**src/rtl/rv32i_fetch_queue.sv**
```systemverilog
// RV32I instruction fetch queue: credit-gated sequential fetch, in-order response
// PC tracking, response dropping after redirects, and a small instruction FIFO.
module rv32i_fetch_queue #(
    parameter int          C_DEPTH        = 4,
    parameter logic [31:0] C_RESET_VECTOR = 32'h0000_0000
) (
    input  logic        clk_i,
    input  logic        resetb_i,
    input  logic        jump_i,
    input  logic [31:0] jump_addr_i,
    output logic        ireqvalid_o,
    input  logic        ireqready_i,
    output logic [31:0] ireqaddr_o,
    input  logic        irspvalid_i,
    input  logic        irsperr_i,
    input  logic [31:0] irspdata_i,
    output logic        ins_vld_o,
    input  logic        ins_rd_i,
    output logic [31:0] ins_o,
    output logic [31:0] ins_pc_o,
    output logic        ins_acc_fault_o
);

    localparam int C_AW = (C_DEPTH > 1) ? $clog2(C_DEPTH) : 1;
    localparam int C_CW = C_AW + 1;

    typedef logic [C_CW-1:0] cnt_t;
    typedef logic [C_AW-1:0] ptr_t;

    // Handshakes: a request transfers when ireqvalid_o & ireqready_i; responses
    // have no back-pressure; a pop happens when ins_rd_i & ins_vld_o.
    logic [31:0] r_pc;
    cnt_t        r_occ;
    cnt_t        r_out;
    cnt_t        r_drop;

    logic [31:0] r_q_data [C_DEPTH];
    logic [31:0] r_q_pc   [C_DEPTH];
    logic        r_q_err  [C_DEPTH];
    ptr_t        r_q_wr;
    ptr_t        r_q_rd;

    logic [31:0] r_t_pc   [C_DEPTH];
    ptr_t        r_t_wr;
    ptr_t        r_t_rd;

    logic        w_credit;
    logic        w_req_valid;
    logic        w_req_fire;
    logic        w_rsp_drop;
    logic        w_push;
    logic        w_pop;
    cnt_t        w_occ_nxt;
    cnt_t        w_out_nxt;
    cnt_t        w_drop_nxt;
    logic        w_unused_bits;

    assign w_unused_bits = ^jump_addr_i[1:0];

    // Credits are counted before this cycle's pop so the queue can never overflow.
    assign w_credit    = ({1'b0, r_occ} + {1'b0, r_out}) < (C_CW + 1)'(C_DEPTH);
    assign w_req_valid = resetb_i & ~jump_i & w_credit;
    assign w_req_fire  = w_req_valid & ireqready_i;
    assign w_rsp_drop  = irspvalid_i & (jump_i | (r_drop != '0));
    assign w_push      = irspvalid_i & ~w_rsp_drop;
    assign w_pop       = ins_rd_i & (r_occ != '0) & ~jump_i;

    always_comb begin
        w_out_nxt  = r_out + cnt_t'(w_req_fire) - cnt_t'(irspvalid_i);
        w_drop_nxt = r_drop;
        w_occ_nxt  = r_occ + cnt_t'(w_push) - cnt_t'(w_pop);
        if (jump_i) begin
            // Everything still in flight after a redirect belongs to the old stream.
            w_drop_nxt = w_out_nxt;
            w_occ_nxt  = '0;
        end else if (irspvalid_i && (r_drop != '0)) begin
            w_drop_nxt = r_drop - cnt_t'(1);
        end
    end

    always_ff @(posedge clk_i or negedge resetb_i) begin
        if (!resetb_i) begin
            r_pc   <= C_RESET_VECTOR;
            r_occ  <= '0;
            r_out  <= '0;
            r_drop <= '0;
            r_q_wr <= '0;
            r_q_rd <= '0;
            r_t_wr <= '0;
            r_t_rd <= '0;
        end else begin
            r_occ  <= w_occ_nxt;
            r_out  <= w_out_nxt;
            r_drop <= w_drop_nxt;
            if (jump_i) begin
                r_pc <= {jump_addr_i[31:2], 2'b00};
            end else if (w_req_fire) begin
                r_pc <= r_pc + 32'd4;
            end
            if (w_req_fire) begin
                r_t_wr <= r_t_wr + ptr_t'(1);
            end
            if (irspvalid_i) begin
                r_t_rd <= r_t_rd + ptr_t'(1);
            end
            if (jump_i) begin
                r_q_wr <= '0;
                r_q_rd <= '0;
            end else begin
                if (w_push) begin
                    r_q_wr <= r_q_wr + ptr_t'(1);
                end
                if (w_pop) begin
                    r_q_rd <= r_q_rd + ptr_t'(1);
                end
            end
        end
    end

    // Storage needs no reset: validity is carried entirely by the counters.
    always_ff @(posedge clk_i) begin
        if (w_req_fire) begin
            r_t_pc[r_t_wr] <= r_pc;
        end
        if (w_push) begin
            r_q_data[r_q_wr] <= irspdata_i;
            r_q_pc[r_q_wr]   <= r_t_pc[r_t_rd];
            r_q_err[r_q_wr]  <= irsperr_i;
        end
    end

    assign ireqvalid_o     = w_req_valid;
    assign ireqaddr_o      = r_pc;
    assign ins_vld_o       = (r_occ != '0);
    assign ins_o           = r_q_data[r_q_rd];
    assign ins_pc_o        = r_q_pc[r_q_rd];
    assign ins_acc_fault_o = r_q_err[r_q_rd];

endmodule

```
**config.mk**
```make
export PLATFORM = sky130hd
export DESIGN_NAME = rv32i_fetch_queue
export DESIGN_NICKNAME = d
export VERILOG_FILES = /design/src/rtl/rv32i_fetch_queue.sv
export SDC_FILE = /design/constraint.sdc
export NUM_CORES = 1
export LEC_CHECK = 0
export ABC_AREA = 1
export CAP_MARGIN = 20
export CORE_MARGIN = 8
export CORE_UTILIZATION = 30
export DETAILED_ROUTE_END_ITERATION = 6
export PLACE_DENSITY = 0.5
export SLEW_MARGIN = 15
export SYNTH_ARGS = -nofsm -noshare
export SYNTH_HDL_FRONTEND = slang
export SYNTH_SLANG_ARGS = --single-unit
```
**constraint.sdc**
```tcl
create_clock -name clk_i -period 5.6 [get_ports clk_i]
set_input_delay 1.4 -clock clk_i [delete_from_list [all_inputs] [get_ports clk_i]]
set_output_delay 1.4 -clock clk_i [all_outputs]
set_load 0.01 [all_outputs]
```
==> flow_metrics.env, run 1 <==
export IMPL_status="completed"
export IMPL_final_core_util_pct=37.46
export IMPL_dieWidth_um=254.1
export IMPL_clk_pin_slew_worst_paths_ns=0.06
export IMPL_relSlewSlack_pct=31.30
export IMPL_cp_data_arrival_time_ns=3.09
export IMPL_place_gp_congestion=0.8299
export IMPL_rsz0062_at_grt="no"
export IMPL_fmax_mhz=222.6
export IMPL_root_buffer="clkbuf_16"
export IMPL_synth_seq_cells=419
export IMPL_nNetsFinal=1657
export IMPL_final_common_cell="edfxtp_1"
export IMPL_grt_overflow_total=0
export IMPL_mostFrequentLayoutCells="372 x edfxtp_1, 228 x nor2_1, 193 x o21ai_0, 177 x nand2_1, 162 x clkdlybuf4s50_1"
export IMPL_die_y_um=254.1
export IMPL_grtUsageTotal_pct=12.75
export IMPL_critPathMaxFanout=46
export IMPL_synthToLayoutAreaGrowth_pct=23.95
export IMPL_post_cts_resized=0
export IMPL_route_antenna_remaining_nets=0
export IMPL_yosysWarnings=0
export IMPL_routed_wl_mm=41.79
export IMPL_hpwl_mm=25.98
export IMPL_start_util_pct=30.22
export IMPL_end_kind="primary output"
export IMPL_syn_inst=1400
export IMPL_dpl_cell_count=2274
export IMPL_holdCritPathClass="flip-flop to flip-flop"
export IMPL_ir_drop_mv=0.2250
export IMPL_h_tree_depth=2
export IMPL_p_leak_nw=7.324
export IMPL_setup_ws_ns=1.107
export IMPL_cts_buffers=47
export IMPL_min_period_ns=4.493
export IMPL_grt_max_degree=66
export IMPL_place_ws_ns=1.201
export IMPL_grt_pass1_vias=10620
export IMPL_startpoint_type="flip-flop"
export IMPL_clkLatencyLatePin_ns=0.56
export IMPL_grt_pass1_wl_mm=64.05
export IMPL_yosysSeqAreaShare_pct=72.60
export IMPL_via_count=10900
export IMPL_worstSetupPathType="flip-flop to primary output"
export IMPL_rows=87
export IMPL_grt_antenna_before_repair=0
export IMPL_worstPathRequired_ns=4.20
export IMPL_ctsLongestPathBuffers=3
export IMPL_synth_area_um2=17010
export IMPL_ios=170
export IMPL_drc=0
export IMPL_fin_crit_sh_pct=80.23
export IMPL_worst_pin_slew_ns=1.029
export IMPL_cts_sinks=419
export IMPL_drive_gt1_share_pct=7.611
export IMPL_drt_pass1_iterations=5
export IMPL_cts_setup_buffers=0
export IMPL_setup_viol=0
export IMPL_core_um2=56280
export IMPL_drv_cap=0
export IMPL_cts_tree="yes"
export IMPL_hold_buffers=0
export IMPL_finalMaxSlewViolations=0
export IMPL_num_antenna_cells=0
export IMPL_p_per_area_nw_per_um2=450.9
export IMPL_skew_ns=0.007238
export IMPL_die_area_um2=64570
export IMPL_wl_per_cell_um=17.71
export IMPL_viasPerCell=4.619
export IMPL_first_iter_violations=670
export IMPL_final_hold_viol_count=0
export IMPL_synth_avg_cell_area_um2=12.15
export IMPL_fin_tns_setup_ns=0
export IMPL_fin_cells=2359
export IMPL_yosysUniqueCellTypes=32
export IMPL_port_buffers=163
through the flow:
stage	hold WS, ns	total power [mW]	instance area (um^2)
3_3_place_gp	0.5026	6.524	19540
6_report	0.5169	9.505	21080
3_5_place_dp	0.5009	6.561	19540
2_1_floorplan	0.4779	5.390	17020
5_1_grt	0.5428	10.05	21080
4_1_cts	0.5163	9.684	21080
final timing paths:
path                            from             to  slack (ns)  cells past startpoint
setup / recovery           r_q_rd[0]      ins_o[20]        1.11                      6
max in group asynchronous   resetb_i      r_q_rd[0]        4.02                      2
hold reg to reg            r_drop[2]      r_drop[2]        0.52                      2
min in group asynchronous   resetb_i  ireqaddr_o[5]        1.05                      2
setup reg to reg            r_occ[2]      r_drop[2]        2.63                     17
hold / removal             r_drop[2]      r_drop[2]        0.52                      2
kinds of logic after synthesis:
logic type	Yosys count	synth area share, %
AOI/OAI and AO/OA	298	9.579
xor gates and xnor gates	14	0.7210
adders and majority gates	19	1.486
buffers and inverters	147	3.575
DFF	419	72.60
other	1	0.02205
and+or+nand+nor	502	12.02
routing by layer:
layer  track usage (%)  routed length (um)  vias up  share of wire [%]
met5                 0                   0        -                  0
met4             3.383                 894        0                2.1
met3             3.170                2355       62                5.6
met2             20.75               19430      237                 46
met1             16.90               19110     5289                 46
li1                  -                   -     5308                  -
state kept, by name, indices dropped and copies added (netlist names):
| name | count |
|---|---|
| r_t_wr | 2 |
| r_q_rd | 2 |
| r_q_data | 128 |
| r_q_wr | 2 |
| r_occ | 3 |
| r_q_pc | 120 |
| r_q_err | 4 |
| r_t_pc | 120 |
| r_out | 3 |
| r_t_rd | 2 |
| r_drop | 3 |
| ireqaddr_o | 30 |
layout make-up:
class / count / area, um^2
clock inverters: 25 / 276.5
well taps: 756 / 945.9
multi-input cells: 837 / 4104
repair buffers: 189 / 1859
clock buffers: 60 / 1267
inverters: 73 / 276.5
fillers: 5460 / 35200
flip-flops and latches: 419 / 12350
report_power, final:
| part | switching [mW] | internal (mW) |
|---|---|---|
| registers | 0.231 | 3.84 |
| clock network | 1.21 | 1.87 |
| logic | 1.45 | 0.910 |
critical path, cell delays in order, from the launching register on:
cell and delay, ns:
dfrtp_4 0.74, clkinv_2 0.44, buf_4 0.37, buf_4 0.22
o21ai_0 0.16, o22ai_1 0.09, clkdlybuf4s50_1 0.49
cells in the mapped netlist (all sizes together):
library cell  number  share of area, %
edfxtp           372                66
nand4              3              0.11
nand2            181               4.1
nor2             245               5.7
xnor2              6              0.31
o21bai             8              0.35
nor3               1             0.029
a31oi              1             0.037
fa                 2              0.24
buf               24              0.85
clkinv             2             0.051
o21ai            193               5.7
ha                17               1.3
nand3             69               2.0
inv               71               1.6
xor2               8              0.41
o22ai             93               3.4
or2                2             0.074
dfrtp             47               6.9
and2               1             0.037
a21oi              3             0.088
conb               1             0.022
clkbuf            50               1.1
Power figures use the tool's default switching activity.
==> inputs of run 2 (changes only) <==
- clock period: 5.6 -> 4.2 ns (I/O delays scaled with it)
==> flow_metrics.env, run 2 (same netlist as run 1, synthesis figures left out) <==
export IMPL_status="completed"
export IMPL_holdCritPathClass="flip-flop to flip-flop"
export IMPL_cp_data_arrival_time_ns=2.89
export IMPL_drt_pass1_iterations=5
export IMPL_grt_antenna_before_repair=0
export IMPL_fin_crit_sh_pct=93.80
export IMPL_start_util_pct=30.22
export IMPL_dpl_cell_count=2279
export IMPL_worstPathRequired_ns=3.15
export IMPL_post_cts_resized=0
export IMPL_whs_ns=0.5208
export IMPL_finalMaxSlewViolations=0
export IMPL_path_depth=4
export IMPL_place_gp_congestion=0.7965
export IMPL_via_count=10820
export IMPL_fmax_mhz=253.8
export IMPL_grt_max_degree=105
export IMPL_rsz0062_at_grt="no"
export IMPL_dieWidth_um=254.1
export IMPL_relSlewSlack_pct=52.06
export IMPL_hpwl_mm=25.95
export IMPL_ctsLongestPathBuffers=3
export IMPL_cts_tree="yes"
export IMPL_critPathMaxStageDelay_ns=0.60
export IMPL_setup_viol=0
export IMPL_drv_cap=0
export IMPL_critPathMaxFanout=53
export IMPL_port_buffers=163
export IMPL_grt_overflow_total=0
export IMPL_first_iter_violations=640
export IMPL_worst_pin_slew_ns=0.7191
export IMPL_mostFrequentLayoutCells="372 x edfxtp_1, 228 x nor2_1, 193 x o21ai_0, 177 x nand2_1, 162 x clkdlybuf4s50_1"
export IMPL_cts_sinks=419
export IMPL_cts_setup_buffers=0
export IMPL_fin_area_um2=21140
export IMPL_fill_cells=5487
export IMPL_ios=170
export IMPL_clk_pin_slew_worst_paths_ns=0.06
export IMPL_clkLatencyLatePin_ns=0.58
export IMPL_num_antenna_cells=0
export IMPL_die_y_um=254.1
export IMPL_synthToLayoutAreaGrowth_pct=24.29
export IMPL_hold_buffers=0
export IMPL_critical_path_top_delay_family="buffers and inverters"
export IMPL_viasPerCell=4.566
export IMPL_startpoint_type="flip-flop"
export IMPL_wl_per_cell_um=17.79
export IMPL_rr_worst_depth=13
export IMPL_final_hold_viol_count=0
export IMPL_p_leak_nw=7.361
export IMPL_root_buffer="clkbuf_16"
export IMPL_nNetsFinal=1664
export IMPL_end_kind="primary output"
export IMPL_largest_reg_flops=128
export IMPL_top_register="r_q_data"
export IMPL_min_path_cells=2
export IMPL_grt_pass1_wl_mm=64.64
export IMPL_worstSetupPathType="flip-flop to primary output"
export IMPL_drive_gt1_share_pct=8.246
export IMPL_final_core_util_pct=37.56
export IMPL_core_um2=56280
export IMPL_critical_path_slowest_cell="buf_4"
export IMPL_drc=0
export IMPL_fin_cells=2369
export IMPL_path_buf_inv=2
export IMPL_cts_buffers=48
export IMPL_dpl_cell_area_um2=19600
export IMPL_routed_wl_mm=42.14
export IMPL_ir_drop_mv=0.2769
export IMPL_final_common_cell="edfxtp_1"
export IMPL_die_area_um2=64570
export IMPL_grt_pass1_vias=10800
export IMPL_largest_registers="r_q_data x128, r_q_pc x120, r_t_pc x120"
export IMPL_min_period_ns=3.940
export IMPL_route_antenna_remaining_nets=0
export IMPL_p_per_area_nw_per_um2=596.6
export IMPL_skew_ns=0.02401
export IMPL_grtUsageTotal_pct=12.95
export IMPL_h_tree_depth=2
export IMPL_rows=87
export IMPL_cp_cell_sequence="buf_4 -> o21ai_0 -> o22ai_1 -> clkdlybuf4s50_1"
==> run 2: cell types whose count changed in the layout (fill, tap and decap cells not counted), sizes merged <==
| cell | delta |
|---|---|
| buf | +5 |
| clkinvlp | +2 |
| clkinv | +11 |
| bufinv | -3 |
| clkbuf | -5 |
==> run 2: layout make-up <==
class,count,area (um^2),share of cell area (%)
Clock buffer,54,1224,5.789
Tap cell,756,945.9,4.475
Inverter,73,276.5,1.308
Timing Repair Buffer,195,1947,9.210
Clock inverter,35,290.3,1.373
Sequential cell,419,12350,58.43
Multi-Input combinational cell,837,4104,19.41
==> run 2: worst register-to-register path, stage by stage (launching register included) <==
cell	delay, ns
dfrtp_1	0.44
ha_1	0.32
nand3_1	0.08
nand2_1	0.06
nor2_2	0.13
nand2_2	0.10
ha_1	0.28
inv_1	0.06
ha_1	0.13
inv_1	0.04
fa_1	0.48
inv_1	0.06
o21ai_0	0.17
a31oi_1	0.06
==> run 2: report_power, final <==
| part | internal, mW | switching, mW | total [mW] |
|---|---|---|---|
| logic | 1.26 | 1.98 | 3.24 |
| registers | 5.11 | 0.290 | 5.40 |
| clock network | 2.29 | 1.68 | 3.97 |
| total | 8.66 | 3.95 | 12.6 |
==> run 2: stage by stage <==
step / power (mW) / worst slack [ns] / TNS [ns]
global placement: 8.742 / 0.6887 / 0
finish: 12.61 / 0.2602 / 0
global route: 13.34 / 0.1107 / 0
floorplan: 7.186 / -0.3765 / -94.87
detailed placement: 8.798 / 0.6979 / 0
CTS: 12.83 / 0.1383 / 0
==> run 2: path summary, 6_finish.rpt <==
check | from | end | slack (ns)
max in group asynchronous | resetb_i | r_q_rd[0] | 2.92
worst max-delay path | r_q_rd[1] | ins_pc_o[13] | 0.26
worst min register to register | r_drop[2] | r_drop[2] | 0.52
worst max register to register | r_occ[1] | r_drop[1] | 1.66
worst min-delay path | r_drop[2] | r_drop[2] | 0.52
min in group asynchronous | resetb_i | ireqaddr_o[9] | 0.69
==> run 2: layer usage <==
layer / wire [um] / vias up / global-route usage, %
met2: 20010 / 257 / 21.48
met3: 2479 / 49 / 3.200
met4: 669 / 0 / 3.121
li1: - / 5331 / -
met1: 18980 / 5179 / 16.96
met5: 0 / - / 0
==> inputs of run 3 (changes only) <==
- PLACE_DENSITY: 0.5 -> not set
==> flow_metrics.env, run 3 (same netlist as run 1, synthesis figures left out) <==
export IMPL_p_per_area_nw_per_um2=595.7
export IMPL_nNetsFinal=1655
export IMPL_rsz0062_at_grt="no"
export IMPL_root_buffer="clkbuf_16"
export IMPL_startpoint_type="flip-flop"
export IMPL_worstSetupPathType="flip-flop to primary output"
export IMPL_largest_reg_flops=128
export IMPL_setup_ws_ns=0.4090
export IMPL_mostFrequentLayoutCells="372 x edfxtp_1, 228 x nor2_1, 193 x o21ai_0, 177 x nand2_1, 162 x clkdlybuf4s50_1"
export IMPL_synthToLayoutAreaGrowth_pct=23.96
export IMPL_cp_cell_sequence="buf_4 -> o21ai_0 -> o22ai_1 -> clkdlybuf4s50_1"
export IMPL_via_count=10940
export IMPL_final_common_cell="edfxtp_1"
export IMPL_skew_ns=0.01602
export IMPL_place_ws_ns=0.6623
export IMPL_fin_tns_setup_ns=0
export IMPL_critPathMaxStageDelay_ns=0.70
export IMPL_drive_gt1_share_pct=7.553
export IMPL_grt_pass1_vias=10820
export IMPL_core_um2=56280
export IMPL_setup_viol=0
export IMPL_min_period_ns=3.791
export IMPL_worst_pin_slew_ns=1.005
export IMPL_first_iter_violations=652
export IMPL_drv_cap=0
export IMPL_ios=170
export IMPL_clk_pin_slew_worst_paths_ns=0.06
export IMPL_p_sw_mw=3.880
export IMPL_cp_data_arrival_time_ns=2.74
export IMPL_grt_antenna_before_repair=0
export IMPL_p_sw_share_pct=30.89
export IMPL_final_hold_viol_count=0
export IMPL_clkLatencyLatePin_ns=0.56
export IMPL_fmax_mhz=263.8
export IMPL_cts_setup_buffers=0
export IMPL_fin_area_um2=21080
export IMPL_h_tree_depth=2
export IMPL_critical_path_slowest_cell="clkdlybuf4s50_1"
export IMPL_cts_buffers=45
export IMPL_die_area_um2=64570
export IMPL_ctsLongestPathBuffers=3
export IMPL_relSlewSlack_pct=32.93
export IMPL_place_gp_congestion=0.8046
export IMPL_critPathMaxFanout=65
export IMPL_die_y_um=254.1
export IMPL_power_share_combinational_pct=26.0
export IMPL_grtUsageTotal_pct=12.61
export IMPL_hpwl_mm=25.97
export IMPL_routed_wl_mm=41.74
export IMPL_ir_drop_mv=0.2973
export IMPL_grt_max_degree=128
export IMPL_fill_cells=5399
export IMPL_post_cts_resized=0
export IMPL_port_buffers=163
export IMPL_seqCellArea_um2=12350
export IMPL_cts_tree="yes"
export IMPL_end_kind="primary output"
export IMPL_status="completed"
export IMPL_cts_sinks=419
export IMPL_largest_registers="r_q_data x128, r_q_pc x120, r_t_pc x120"
export IMPL_holdCritPathClass="flip-flop to flip-flop"
export IMPL_grt_overflow_total=0
export IMPL_start_util_pct=30.22
export IMPL_finalMaxSlewViolations=0
export IMPL_p_leak_nw=7.311
export IMPL_wl_per_cell_um=17.70
export IMPL_rows=87
export IMPL_fin_crit_sh_pct=90.26
export IMPL_multiInputGateArea_um2=4104
export IMPL_dieWidth_um=254.1
export IMPL_top_register="r_q_data"
export IMPL_worstPathRequired_ns=3.15
export IMPL_p_clk_share_pct=31.2
export IMPL_final_core_util_pct=37.46
export IMPL_power_internal_mw=8.679
export IMPL_drt_pass1_iterations=5
export IMPL_p_seq_share_pct=42.8
export IMPL_viasPerCell=4.638
export IMPL_num_antenna_cells=0
export IMPL_route_antenna_remaining_nets=0
export IMPL_drc=0
export IMPL_hold_buffers=0
export IMPL_grt_pass1_wl_mm=63.28
export IMPL_dpl_cell_area_um2=19610
## run 3: changes by cell type in the layout (fill, tap and decap cells not counted), moves of 3 or more
| cell | previous run | this run |
|---|---|---|
| clkinv_2 | 12 | 8 |
| clkbuf_1 | 6 | 15 |
| buf_4 | 26 | 17 |
| buf_12 | 5 | 9 |
| clkinv_1 | 13 | 5 |
| clkinv_8 | 3 | 0 |
## run 3: power groups by stage
| stage | Clock [mW] | Combinational [mW] | Sequential [mW] |
|---|---|---|---|
| 2_1_floorplan | 0 | 1.79 | 5.39 |
| 3_3_place_gp | 0 | 3.26 | 5.44 |
| 3_5_place_dp | 0 | 3.33 | 5.46 |
| 4_1_cts | 4.04 | 3.35 | 5.37 |
| 5_1_grt | 4.17 | 3.64 | 5.41 |
| 6_report | 3.92 | 3.27 | 5.37 |
## run 3: metal layers
| layer | GRT usage (%) | vias to the layer above | share of wire, % |
|---|---|---|---|
| met1 | 16.42 | 5295 | 45 |
| li1 | - | 5313 | - |
| met3 | 2.751 | 66 | 6.1 |
| met2 | 20.86 | 263 | 47 |
| met4 | 3.955 | 0 | 2.4 |
| met5 | 0 | - | 0 |
## run 3: final timing paths
check                          start       endpoint  slack [ns]  cells past startpoint
setup reg to reg            r_occ[2]      r_drop[1]        1.69                     13
hold reg to reg            r_drop[2]      r_drop[2]        0.53                      2
setup / recovery           r_q_rd[1]   ins_pc_o[17]        0.41                      4
min in group asynchronous   resetb_i  ireqaddr_o[5]        0.72                      2
max in group asynchronous   resetb_i      r_q_rd[0]        2.95                      2
hold / removal             r_drop[2]      r_drop[2]        0.53                      2
## run 3: worst max-delay path: cells and delay by family (launching register included)
family                 cells  cell delay [ns]
AO/OA/AOI/OAI              2             0.47
buffers and inverters      2             1.33
flip-flops                 1             0.36
## run 3: stage by stage
step	total power, mW	hold WS [ns]	cells
4_1_cts	12.75	0.5361	2358
6_report	12.56	0.5262	2358
3_5_place_dp	8.793	0.5186	2274
5_1_grt	13.23	0.5464	2358
2_1_floorplan	7.186	0.4779	1403
3_3_place_gp	8.706	0.5067	2274
## run 3: layout make-up
| class | instances | area share, % |
|---|---|---|
| tap | 756 | 4.487 |
| clock buffer | 63 | 5.911 |
| sequential | 419 | 58.59 |
| timing repair buffer | 189 | 9.175 |
| clock inverter | 21 | 1.062 |
| multi-input combinational | 837 | 19.47 |
| inverter | 73 | 1.312 |
